File: src/rtl/fpdp_power_sequencer.sv
// Right-to-left square-and-multiply sequencer computing base^exp on a shared external fpdp multiplier.
// Optional multiplier-wait timeout with err flag: define FPDP_POW_TIMEOUT_EN.
module fpdp_power_sequencer #(
    parameter int EXP_W       = 8,
    parameter int TIMEOUT_CYC = 64
) (
    input  logic             clk,
    input  logic             rset,
    input  logic             start,
    input  logic [63:0]      base,
    input  logic [EXP_W-1:0] exp,
    output logic             busy,
    output logic             done,
    output logic [63:0]      result,
    output logic             err,
    output logic             mul_start,
    output logic [63:0]      mul_a,
    output logic [63:0]      mul_b,
    input  logic             mul_done,
    input  logic [63:0]      mul_p
);

    localparam logic [63:0] FP_ONE = 64'h3FF0_0000_0000_0000;

    typedef enum logic [2:0] {
        IDLE   = 3'd0,
        CHK    = 3'd1,
        ISS_M  = 3'd2,
        WAIT_M = 3'd3,
        ISS_S  = 3'd4,
        WAIT_S = 3'd5,
        DONE   = 3'd6
    } state_t;

    state_t             state;
    state_t             state_nxt;
    logic [63:0]        base_r;
    logic [EXP_W-1:0]   exp_r;
    logic [63:0]        acc;
    logic               timeout_hit;

    if (TIMEOUT_CYC < 2) begin : g_timeout_range
        $error("TIMEOUT_CYC must be at least 2");
    end

    always_ff @(posedge clk or posedge rset) begin
        if (rset) begin
            state <= IDLE;
        end else begin
            state <= state_nxt;
        end
    end

    always_comb begin
        state_nxt = state;
        busy      = 1'b0;
        done      = 1'b0;
        mul_start = 1'b0;
        case (state)
            IDLE: begin
                if (start) state_nxt = CHK;
            end
            CHK: begin
                busy = 1'b1;
                if (exp_r == '0)   state_nxt = DONE;
                else if (exp_r[0]) state_nxt = ISS_M;
                else               state_nxt = ISS_S;
            end
            ISS_M: begin
                busy      = 1'b1;
                mul_start = 1'b1;
                state_nxt = WAIT_M;
            end
            ISS_S: begin
                busy      = 1'b1;
                mul_start = 1'b1;
                state_nxt = WAIT_S;
            end
            WAIT_M, WAIT_S: begin
                busy = 1'b1;
                if (mul_done)         state_nxt = CHK;
                else if (timeout_hit) state_nxt = DONE;
            end
            DONE: begin
                busy      = 1'b1;
                done      = 1'b1;
                state_nxt = IDLE;
            end
            default: state_nxt = IDLE;
        endcase
    end

    // Operands are loaded on the CHK->ISS edge so they are already valid while mul_start is high.
    always_ff @(posedge clk or posedge rset) begin
        if (rset) begin
            base_r <= '0;
            exp_r  <= '0;
            acc    <= '0;
            mul_a  <= '0;
            mul_b  <= '0;
        end else begin
            case (state)
                IDLE: begin
                    if (start) begin
                        base_r <= base;
                        exp_r  <= exp;
                        acc    <= FP_ONE;
                    end
                end
                CHK: begin
                    if (exp_r != '0) begin
                        if (exp_r[0]) begin
                            mul_a <= acc;
                            mul_b <= base_r;
                        end else begin
                            mul_a <= base_r;
                            mul_b <= base_r;
                        end
                    end
                end
                WAIT_M: begin
                    if (mul_done) begin
                        acc      <= mul_p;
                        exp_r[0] <= 1'b0;
                    end
                end
                WAIT_S: begin
                    if (mul_done) begin
                        base_r <= mul_p;
                        exp_r  <= exp_r >> 1;
                    end
                end
                default: ;
            endcase
        end
    end

    assign result = acc;

`ifdef FPDP_POW_TIMEOUT_EN
    localparam int CNT_W = $clog2(TIMEOUT_CYC + 1);

    logic [CNT_W-1:0] wait_cnt;
    logic             err_r;

    always_ff @(posedge clk or posedge rset) begin
        if (rset) begin
            wait_cnt <= '0;
        end else if (state == ISS_M || state == ISS_S) begin
            wait_cnt <= '0;
        end else if (state == WAIT_M || state == WAIT_S) begin
            wait_cnt <= wait_cnt + CNT_W'(1);
        end
    end

    // ISS plus (TIMEOUT_CYC-1) wait cycles puts DONE exactly TIMEOUT_CYC cycles after mul_start.
    assign timeout_hit = (state == WAIT_M || state == WAIT_S) &&
                         (wait_cnt == CNT_W'(TIMEOUT_CYC - 2));

    always_ff @(posedge clk or posedge rset) begin
        if (rset) begin
            err_r <= 1'b0;
        end else if (state == IDLE && start) begin
            err_r <= 1'b0;
        end else if (timeout_hit && !mul_done) begin
            err_r <= 1'b1;
        end
    end

    assign err = err_r;
`else
    assign timeout_hit = 1'b0;
    assign err         = 1'b0;
`endif

endmodule

File: config.mk
export PLATFORM = sky130hd
export DESIGN_NAME = fpdp_power_sequencer
export DESIGN_NICKNAME = d
export VERILOG_FILES = /design/src/rtl/fpdp_power_sequencer.sv
export SDC_FILE = /design/constraint.sdc
export NUM_CORES = 1
export LEC_CHECK = 0
export ABC_AREA = 1
export BUFFER_PORTS_ARGS = -buffer_cell sky130_fd_sc_hd__buf_2
export CAP_MARGIN = 40
export CORE_AREA = 2 2 154 156
export CTS_CLUSTER_DIAMETER = 50
export DETAILED_ROUTE_END_ITERATION = 16
export DIE_AREA = 0 0 156 158
export GPL_TIMING_DRIVEN = 0
export PLACE_DENSITY = 0.8
export REMOVE_ABC_BUFFERS = 1
export SLEW_MARGIN = 10
export SYNTH_ARGS = -nofsm -noshare
export SYNTH_HDL_FRONTEND = slang
export SYNTH_SLANG_ARGS = --single-unit
File: constraint.sdc
create_clock -name clk -period 11 [get_ports clk]
set_input_delay 2.2 -clock clk [delete_from_list [all_inputs] [get_ports clk]]
set_output_delay 2.2 -clock clk [all_outputs]
set_load 0.005 [all_outputs]
### Word level (Yosys, flattened, before mapping)

Index checks and enable logic that the tools add are counted.
W data, S select, Z words.

| storage, ports and cells | value |
|---|---|
| word-level logic and storage cells | 50 |
| output and inout bits | 196 |
| bits in latches | 0 |
| memories kept | 0 |
| RAM bits | 0 |
| ROM bits | 0 |
| register bits after elaboration | 267 |

| operators by class | value |
|---|---|
| bitwise operators | 0 |
| reduce and logical (&&, ||, !) cells | 14 |
| div/mod/pow operators | 0 |
| multipliers | 0 |
| shift operators | 0 |
| multiplexer cells | 19 |
| magnitude comparators | 0 |
| eq/ne operators | 10 |
| add/subtract/negate cells | 0 |

Operator list:

| cell | count |
|---|---|
| $mux W64 | 4 |
| $pmux W64 S2 | 2 |
| $mux W8 | 2 |
| $pmux W3 S5 | 1 |
| $pmux W7 S2 | 1 |
| $mux W3 | 4 |
| $eq A3 B3 Y1 const B | 3 |
| $logic_not A8 Y1 | 1 |
| $ne A2 B2 Y1 const B | 4 |
| $reduce_bool A8 Y1 | 1 |
| $eq A3 B2 Y1 const B | 2 |
| $reduce_and A3 Y1 | 2 |
| $reduce_or A6 Y1 | 1 |
| $mux W1 | 4 |
| $reduce_and A2 Y1 | 2 |
| $reduce_and A4 Y1 | 1 |
| $reduce_bool A2 Y1 | 2 |
| $reduce_or A2 Y1 | 2 |
| $eq A3 B1 Y1 const B | 1 |
| $logic_not A3 Y1 | 1 |
| $pmux W1 S3 | 1 |
| $reduce_bool A3 Y1 | 1 |

### Depth between registers and ports, before layout

Gate-level depths: netlist of the first run.

| logic depth | value |
|---|---|
| depth after elaboration | 4 |
| depth in mapped cells | 9 |
| gate-level depth less buffers | 8 |

### Least setup slack after synthesis of the first run

OpenSTA, ideal clock, no wires.

| path | value |
|---|---|
| path type | reg-to-output |
| start point | register state[0] |
| end point | output mul_start |
| data required time | 8.800 ns |
| cell stages (with the launch flop) | 5 |
| path slack | 7.817 ns |
| data arrival time | 0.983 ns |
| path buffers | 0 |
| cells stage by stage | dfrtp_1 -> or2_2 -> nor2_1 -> inv_1 -> nand2_1 |

| on the way | value |
|---|---|
| cells in the longest elaborated chain, start to end | 3 |
| elaborated cells between the ends (all ways) | 4 |

RTL lines:

| element | RTL line | source |
|---|---|---|
| from (decl) | 35 | `state_t state;` |
| from (signal assigned) | 50 | `state <= state_nxt;` |
| $eq A3 B3 Y1 or $eq A3 B2 Y1 (tied branches) | 59 | `case (state)` |
| $reduce_or A2 Y1 (no source line) * | - |  |
| $mux W1 * | 59 |  |
| to (decl) | 16 | `output logic mul_start,` |

Mark *: on every way between the ends. The rest lies on a longest branch, timed or not.

### Worst setup path after layout of the first run

Same ends and word-level chain as after synthesis.

==> run_results.csv, run 1 <==
group,metric,value,unit
run_status,status,"finished, final reports clean",
die,initial_core_util,0.5196,
cells_and_area,syn_to_final_growth,24.60,%
clocking,cts-root-buf,"clkbuf_16",
power,combPwrFrac,0.419,
detailed_routing,wl,34390,um
setup_path,rr_endpoint,"base_r[26]$_DFFE_PP0P_",
global_route,grt_max_degree,112,
detailed_routing,dr.pass1.iters,7,
clocking,path_clk_slew,0.06,ns
power,p_clk_frac,0.215,
cells_and_area,finalNetCount,1979,
global_route,grtUsageTotal,0.2719,
clocking,cts_sinks,267,
detailed_routing,highest_layer,"met4",
clocking,clk_path_buf_depth,3,
global_route,grt_antenna_before_repair,3,
timing,tightest_slew,0.7509,ns
synthesis,avgSynthCellArea,7.673,um2
synthesis,syn_inst,1561,
timing,rsz0062_at_grt,"no",
setup_path,crit_required,8.80,ns
die,dieWidth,156,um
setup_path,cp_num_buf_inv,2,
setup_path,rrSetupSlack,7.63,ns
timing,fin_tns_setup,0,ns
cells_and_area,final_common_cell,"nand2_1",
clocking,cts_tree,"built",
synthesis,synthesis.area,11980,um2
setup_path,r2r_start,"state[0]$_DFFE_PP0P_",
clocking,postCtsHoldBufs,0,
detailed_routing,drtIter0Drc,951,
power,seq_power_share,0.366,
setup_path,path_max_fanout,7,
setup_path,cp.arrival,1.77,ns
power,powerDensity,303.7,nW/um2
clocking,clk_latency,0.54,ns
detailed_routing,wl_met1,14160,um
detailed_routing,wl_met2,16810,um
power,peakVddDrop,0.2049,mV
setup_path,cp_slowest_cell,"dfrtp_1",
setup_path,max_stage_delay,0.47,ns
detailed_routing,via_per_inst,5.288,
worst_hold_path,hold_depth,2,
job,drv_cap,0,
global_route,grt_first_pass_wirelength,53890,um
synthesis,synth-seq-cells,267,
synthesis,yosys.cell_types.count,21,
timing,finalCritPeriodShare,0.3605,
global_route,first_global_vias,10540,
placement,pre_cts_slack,6.922,ns
worst_hold_path,hold_end,"mul_a[27]$_DFFE_PP0P_",
clocking,cts_buffers,30,
detailed_routing,wl_met3,2619,um
timing,setup_viol,0,
detailed_routing,wire_per_inst,15.94,um
setup_path,r2r_cells,10,
clocking,ctsResizeCount,0,
worst_hold_path,hold_class,"register to register",
cells_and_area,layout-drive-gt1-share,0.2195,
setup_path,critPathKind,"register to primary output",
synthesis,yosysWarnings,0,
timing,maxSlewViolCount,0,
detailed_routing,ant_nets,0,
placement,portBuffers,334,
power,switching_power,1908,uW
timing,setup_ws,7.034,ns
placement,place.gp.congestion,0.8189,
timing,min_period,3.966,ns
setup_path,cp-start-kind,"register",
timing,relSlewSlack,0.4994,
power,p_int,2623,uW
die,dieArea,24650,um2
cells_and_area,most-common-layout-cells,"nand2_1, buf_2, dfrtp_1, nand3_1, o21ai_0",
die,ios,336,
timing,fin_skew,0.01156,ns
detailed_routing,num_vias,11410,
setup_path,cp-end-kind,"primary output",
power,power_leakage,0.008837,uW
die,num_rows,56,
setup_path,cp_cell_sequence,"or2_2, nor2_1, inv_1, nand2_1, buf_2",
power,swShare,0.4211,
detailed_routing,route.detailed.drc,0,
clocking,post_cts_buffers,0,
placement,dpl.hpwl,21300,um
global_route,grt-ovfl-total,0,
worst_hold_path,hold_start,"mul_a[27]$_DFFE_PP0P_",
clocking,htree_num_levels,1,
die,core_area,23050,um2
die,die_h,158,um
timing,hold_viol,0,
timing,clock.fmax,252.2,MHz
synthesis,ys_seq_area_frac,0.5578,
setup_path,cp_top_family,"simple AND/OR/NAND/NOR gates",
setup_path,critPathLaunch,"state[0]$_DFFE_PP0P_",
cell usage after synthesis:
library cell / number / area share
conb_1: 1 / 0.00031
nand3_2: 3 / 0.0025
a21oi_1: 3 / 0.0013
dfrtp_1: 267 / 0.56
nor3_1: 1 / 0.00042
clkbuf_1: 39 / 0.012
o21ai_0: 85 / 0.036
buf_1: 4 / 0.0013
buf_2: 55 / 0.023
nor2_1: 19 / 0.0060
clkbuf_2: 1 / 0.00042
nor2_2: 1 / 0.00052
nand3_1: 138 / 0.058
o2111ai_1: 1 / 0.00073
inv_1: 64 / 0.020
inv_2: 6 / 0.0019
nand2_1: 832 / 0.26
buf_4: 1 / 0.00063
o211ai_1: 1 / 0.00063
o21ai_1: 37 / 0.015
or2_2: 2 / 0.0010
power groups by stage:
stage | Combinational (uW) | Clock, uW | Sequential [uW]
after global routing | 2140 | 1040 | 1700
after CTS | 1910 | 993 | 1650
after detailed placement | 1890 | 0 | 1660
final | 1900 | 976 | 1660
after floorplan | 1060 | 0 | 1650
after global placement | 1760 | 0 | 1680
tightest hold or removal path, cell delays in order (launching register included):
cell	delay, ns
dfrtp_1	0.34
nand2_1	0.05
nand2_1	0.04
cells by family (layout without fill, tap and decap cells):
group / after synthesis / in the layout / synth area share
compound gates: 127 / 127 / 0.05359
buf+inv: 170 / 472 / 0.05944
simple gates: 996 / 996 / 0.3288
flops: 267 / 267 / 0.5578
other cells: 1 / 5 / 0.0003131
worst max path at each step:
stage,end,slack (ns),cells after the start
detailed placement,base_r[52]$_DFFE_PP0P_,6.92,9
floorplan,base_r[0]$_DFFE_PP0P_,1.45,1
global route,mul_start,6.92,5
CTS,mul_start,7.02,5
finish,mul_start,7.03,5
global placement,base_r[53]$_DFFE_PP0P_,-1.50,2
state kept, by name, summed over array words and instances (netlist names):
| name | cells |
|---|---|
| mul_a | 64 |
| state | 3 |
| mul_b | 64 |
| exp_r | 8 |
| result | 64 |
| base_r | 64 |
metrics by stage:
step                std cells    util  power [uW]  hold WS [ns]  area (um2)
floorplan                1461       -        2709        0.4488       11530
global placement         2085  0.5884        3439        0.4499       13560
detailed placement       2097  0.6048        3553        0.4530       13940
CTS                      2153  0.6470        4552        0.4672       14910
global route             2156  0.6473        4876        0.4853       14920
finish                   2157  0.6474        4532        0.4619       14920
area by class of cell:
| type | instances | area (um2) |
|---|---|---|
| diodes | 4 | 10.01 |
| clock buffers | 47 | 895.9 |
| clock inverters | 9 | 76.32 |
| fillers | 1974 | 8128 |
| inverters | 70 | 280.3 |
| multi-input cells | 1124 | 4634 |
| flip-flops and latches | 267 | 6685 |
| well taps | 290 | 362.8 |
| repair buffers | 346 | 1979 |
per-layer routing:
metal  GRT usage  vias up
met5           0        -
met1      0.3589     5429
met4     0.08257        0
met3     0.04654       64
met2      0.4631      492
li1            -     5421
(Power assumes the default switching activity.)
==> run 2, diff against run 1 <==
--- a/config.mk
+++ b/config.mk
@@ -5,15 +5,15 @@
 export SDC_FILE = /design/constraint.sdc
 export NUM_CORES = 1
 export LEC_CHECK = 0
-export ABC_AREA = 1
+export ABC_AREA = 0
 export BUFFER_PORTS_ARGS = -buffer_cell sky130_fd_sc_hd__buf_2
 export CAP_MARGIN = 40
-export CORE_AREA = 2 2 154 156
+export CORE_AREA = 2 2 161 163
 export CTS_CLUSTER_DIAMETER = 50
 export DETAILED_ROUTE_END_ITERATION = 16
-export DIE_AREA = 0 0 156 158
+export DIE_AREA = 0 0 163 165
 export GPL_TIMING_DRIVEN = 0
-export PLACE_DENSITY = 0.8
+export PLACE_DENSITY = 0.75
 export REMOVE_ABC_BUFFERS = 1
 export SLEW_MARGIN = 10
 export SYNTH_ARGS = -nofsm -noshare
==> constraint.sdc (replaced) <==
create_clock -name clk -period 3.5 [get_ports clk]
set_input_delay 0.7 -clock clk [delete_from_list [all_inputs] [get_ports clk]]
set_output_delay 0.7 -clock clk [all_outputs]
set_load 0.005 [all_outputs]
==> run_results.csv, run 2 <==
group,metric,value,unit
run_status,status,"finished, final reports clean",
clocking,ctsResizeCount,0,
synthesis,yosysWarnings,0,
setup_path,cp_num_buf_inv,4,
setup_path,path_max_fanout,36,
timing,maxSlewViolCount,0,
setup_path,critPathKind,"register to register",
clocking,path_clk_slew,0.07,ns
detailed_routing,dr.pass1.iters,4,
synthesis,synthTopCellsByArea,"dfrtp_1, mux2_2, a22o_1",
synthesis,ys.flop_type,"dfrtp_1",
detailed_routing,num_vias,7660,
synthesis,synth_common_cells,"mux2_2, dfrtp_1, a22o_1",
global_route,grt_max_degree,117,
die,core_area,25040,um2
die,die_h,165,um
clocking,htree_num_levels,1,
placement,place.gp.congestion,0.7638,
setup_path,r2r_cells,7,
setup_path,max_stage_delay,0.70,ns
global_route,grtUsageTotal,0.2093,
die,ios,336,
setup_path,crit_required,3.93,ns
synthesis,yosysTopAreaCellShare,0.5749,
timing,hold_viol,0,
detailed_routing,drtIter0Drc,412,
detailed_routing,via_per_inst,5.301,
setup_path,cp-end-kind,"register",
die,dieArea,26900,um2
clocking,cts_buffers,31,
power,power_leakage,0.007019,uW
timing,clock.fmax,348.2,MHz
placement,dpl.hpwl,19410,um
detailed_routing,wire_per_inst,19.88,um
placement,post_dp_cell_area,13720,um2
clocking,cts_sinks,267,
global_route,met3_usage,0.06354,
global_route,grt_first_pass_wirelength,44480,um
cells_and_area,nFillCells,2003,
cells_and_area,finalNetCount,1229,
timing,tightest_slew,0.8809,ns
setup_path,cp_top_family,"buffers and inverters",
clocking,postCtsHoldBufs,0,
global_route,grt_use_met1,0.2613,
global_route,grt_antenna_before_repair,1,
detailed_routing,ant_nets,0,
synthesis,synth-seq-cells,267,
timing,fin_skew,0.01291,ns
synthesis,ys_seq_area_frac,0.5749,
clocking,clk_path_buf_depth,3,
detailed_routing,wl,28730,um
timing,min_period,2.872,ns
clocking,cts-root-buf,"clkbuf_16",
timing,relSlewSlack,0.4109,
timing,setup_viol,0,
setup_path,cp.depth,7,
power,powerDensity,988.0,nW/um2
global_route,grt-ovfl-total,0,
worst_hold_path,hold_class,"primary input to async pin",
synthesis,async_reset_ff_frac,1.000,
cells_and_area,syn_to_final_growth,27.03,%
synthesis,yosys.cell_types.count,34,
timing,rsz0062_at_grt,"no",
timing,finalCritPeriodShare,0.8206,
placement,dp_cells,1386,
die,num_rows,58,
setup_path,critPathLaunch,"exp_r[0]$_DFFE_PP0P_",
synthesis,synth_edf_count,0,
cells_and_area,fin_cells,1445,
timing,fin_tns_setup,0,ns
placement,portBuffers,334,
power,peakVddDrop,0.5750,mV
die,initial_core_util,0.4642,
setup_path,cp.arrival,3.30,ns
setup_path,cp_slowest_cell,"dfrtp_4",
cells_and_area,most-common-layout-cells,"buf_2, mux2_2, dfrtp_1, a22o_1, clkbuf_16",
setup_path,r2r_start,"exp_r[0]$_DFFE_PP0P_",
job,drv_cap,0,
global_route,gr-usage-met2,0.3488,
clocking,cts_tree,"built",
cells_and_area,layout-drive-gt1-share,0.6697,
synthesis,syn_inst,762,
synthesis,synth_most_common_cell,"mux2_2",
detailed_routing,route.detailed.drc,0,
cells_and_area,final_common_cell,"buf_2",
clocking,post_cts_buffers,0,
synthesis,synth_top_area_cell,"dfrtp_1",
global_route,top_usage_layer,"met2",
setup_path,cp_cell_sequence,"buf_12, nor4_1, a21oi_4, buf_12, buf_16, buf_16, mux2_2",
global_route,first_global_vias,8072,
cells_and_area,final_area,14760,um2
setup_path,cp-start-kind,"register",
synthesis,synthesis.area,11620,um2
clocking,clk_latency,0.54,ns
synthesis,avgSynthCellArea,15.25,um2
die,dieWidth,163,um
## run 2: through the flow
| step | hold WS [ns] | util | setup slack, ns | power, uW |
|---|---|---|---|---|
| 2_1_floorplan | 0.4937 | - | -4.554 | 9189 |
| 5_1_grt | 0.1903 | 0.5897 | 0.4996 | 15480 |
| 3_3_place_gp | 0.4860 | 0.5329 | -7.539 | 10890 |
| 3_5_place_dp | 0.4898 | 0.5481 | 0.6435 | 11470 |
| 4_1_cts | 0.1754 | 0.5896 | 0.6177 | 14760 |
| 6_report | 0.1876 | 0.5897 | 0.6278 | 14590 |
## run 2: layout make-up
type                            count  area (um2)  share of cell area
Sequential cell                   267        6685              0.4528
Tap cell                          330       412.9             0.02797
Clock inverter                     20       196.4             0.01331
Antenna cell                        1       2.502           0.0001695
Timing Repair Buffer              350        2017              0.1366
Clock buffer                       38       842.1             0.05703
Multi-Input combinational cell    436        4589              0.3108
Inverter                            3       18.77            0.001271
## run 2: cells by family (layout without fill, tap and decap cells)
group	Yosys count	after routing	synth area share
compound gates	73	73	0.05340
xor+xnor	1	1	0.0007537
buf+inv	59	411	0.03230
flops	267	267	0.5749
mux	334	334	0.3235
other cells	1	2	0.0003227
simple gates	27	27	0.01486
## run 2: path summary, 6_finish.rpt
check / endpoint / slack (ns)
max in group asynchronous: exp_r[0]$_DFFE_PP0P_ / 2.38
setup / recovery: mul_a[19]$_DFFE_PP0P_ / 0.63
setup reg to reg: mul_a[19]$_DFFE_PP0P_ / 0.63
hold reg to reg: mul_b[23]$_DFFE_PP0P_ / 0.50
min in group clk: result[15]$_DFFE_PP0P_ / 0.39
hold / removal: result[20]$_DFFE_PP0P_ / 0.19
## run 2: report_power, final
group	switching, uW	internal [uW]	total (uW)	leakage, uW
Clock	1320	1890	3210	0.000514
Combinational	2380	3510	5890	0.00325
Sequential	976	4510	5490	0.00325
## run 2: routing by layer
metal | up-vias | routed length [um] | share of wire
li1 | 3471 | - | -
met1 | 3855 | 11810 | 0.41
met2 | 281 | 13700 | 0.48
met3 | 53 | 2395 | 0.083
met4 | 0 | 819 | 0.029
met5 | - | 0 | 0
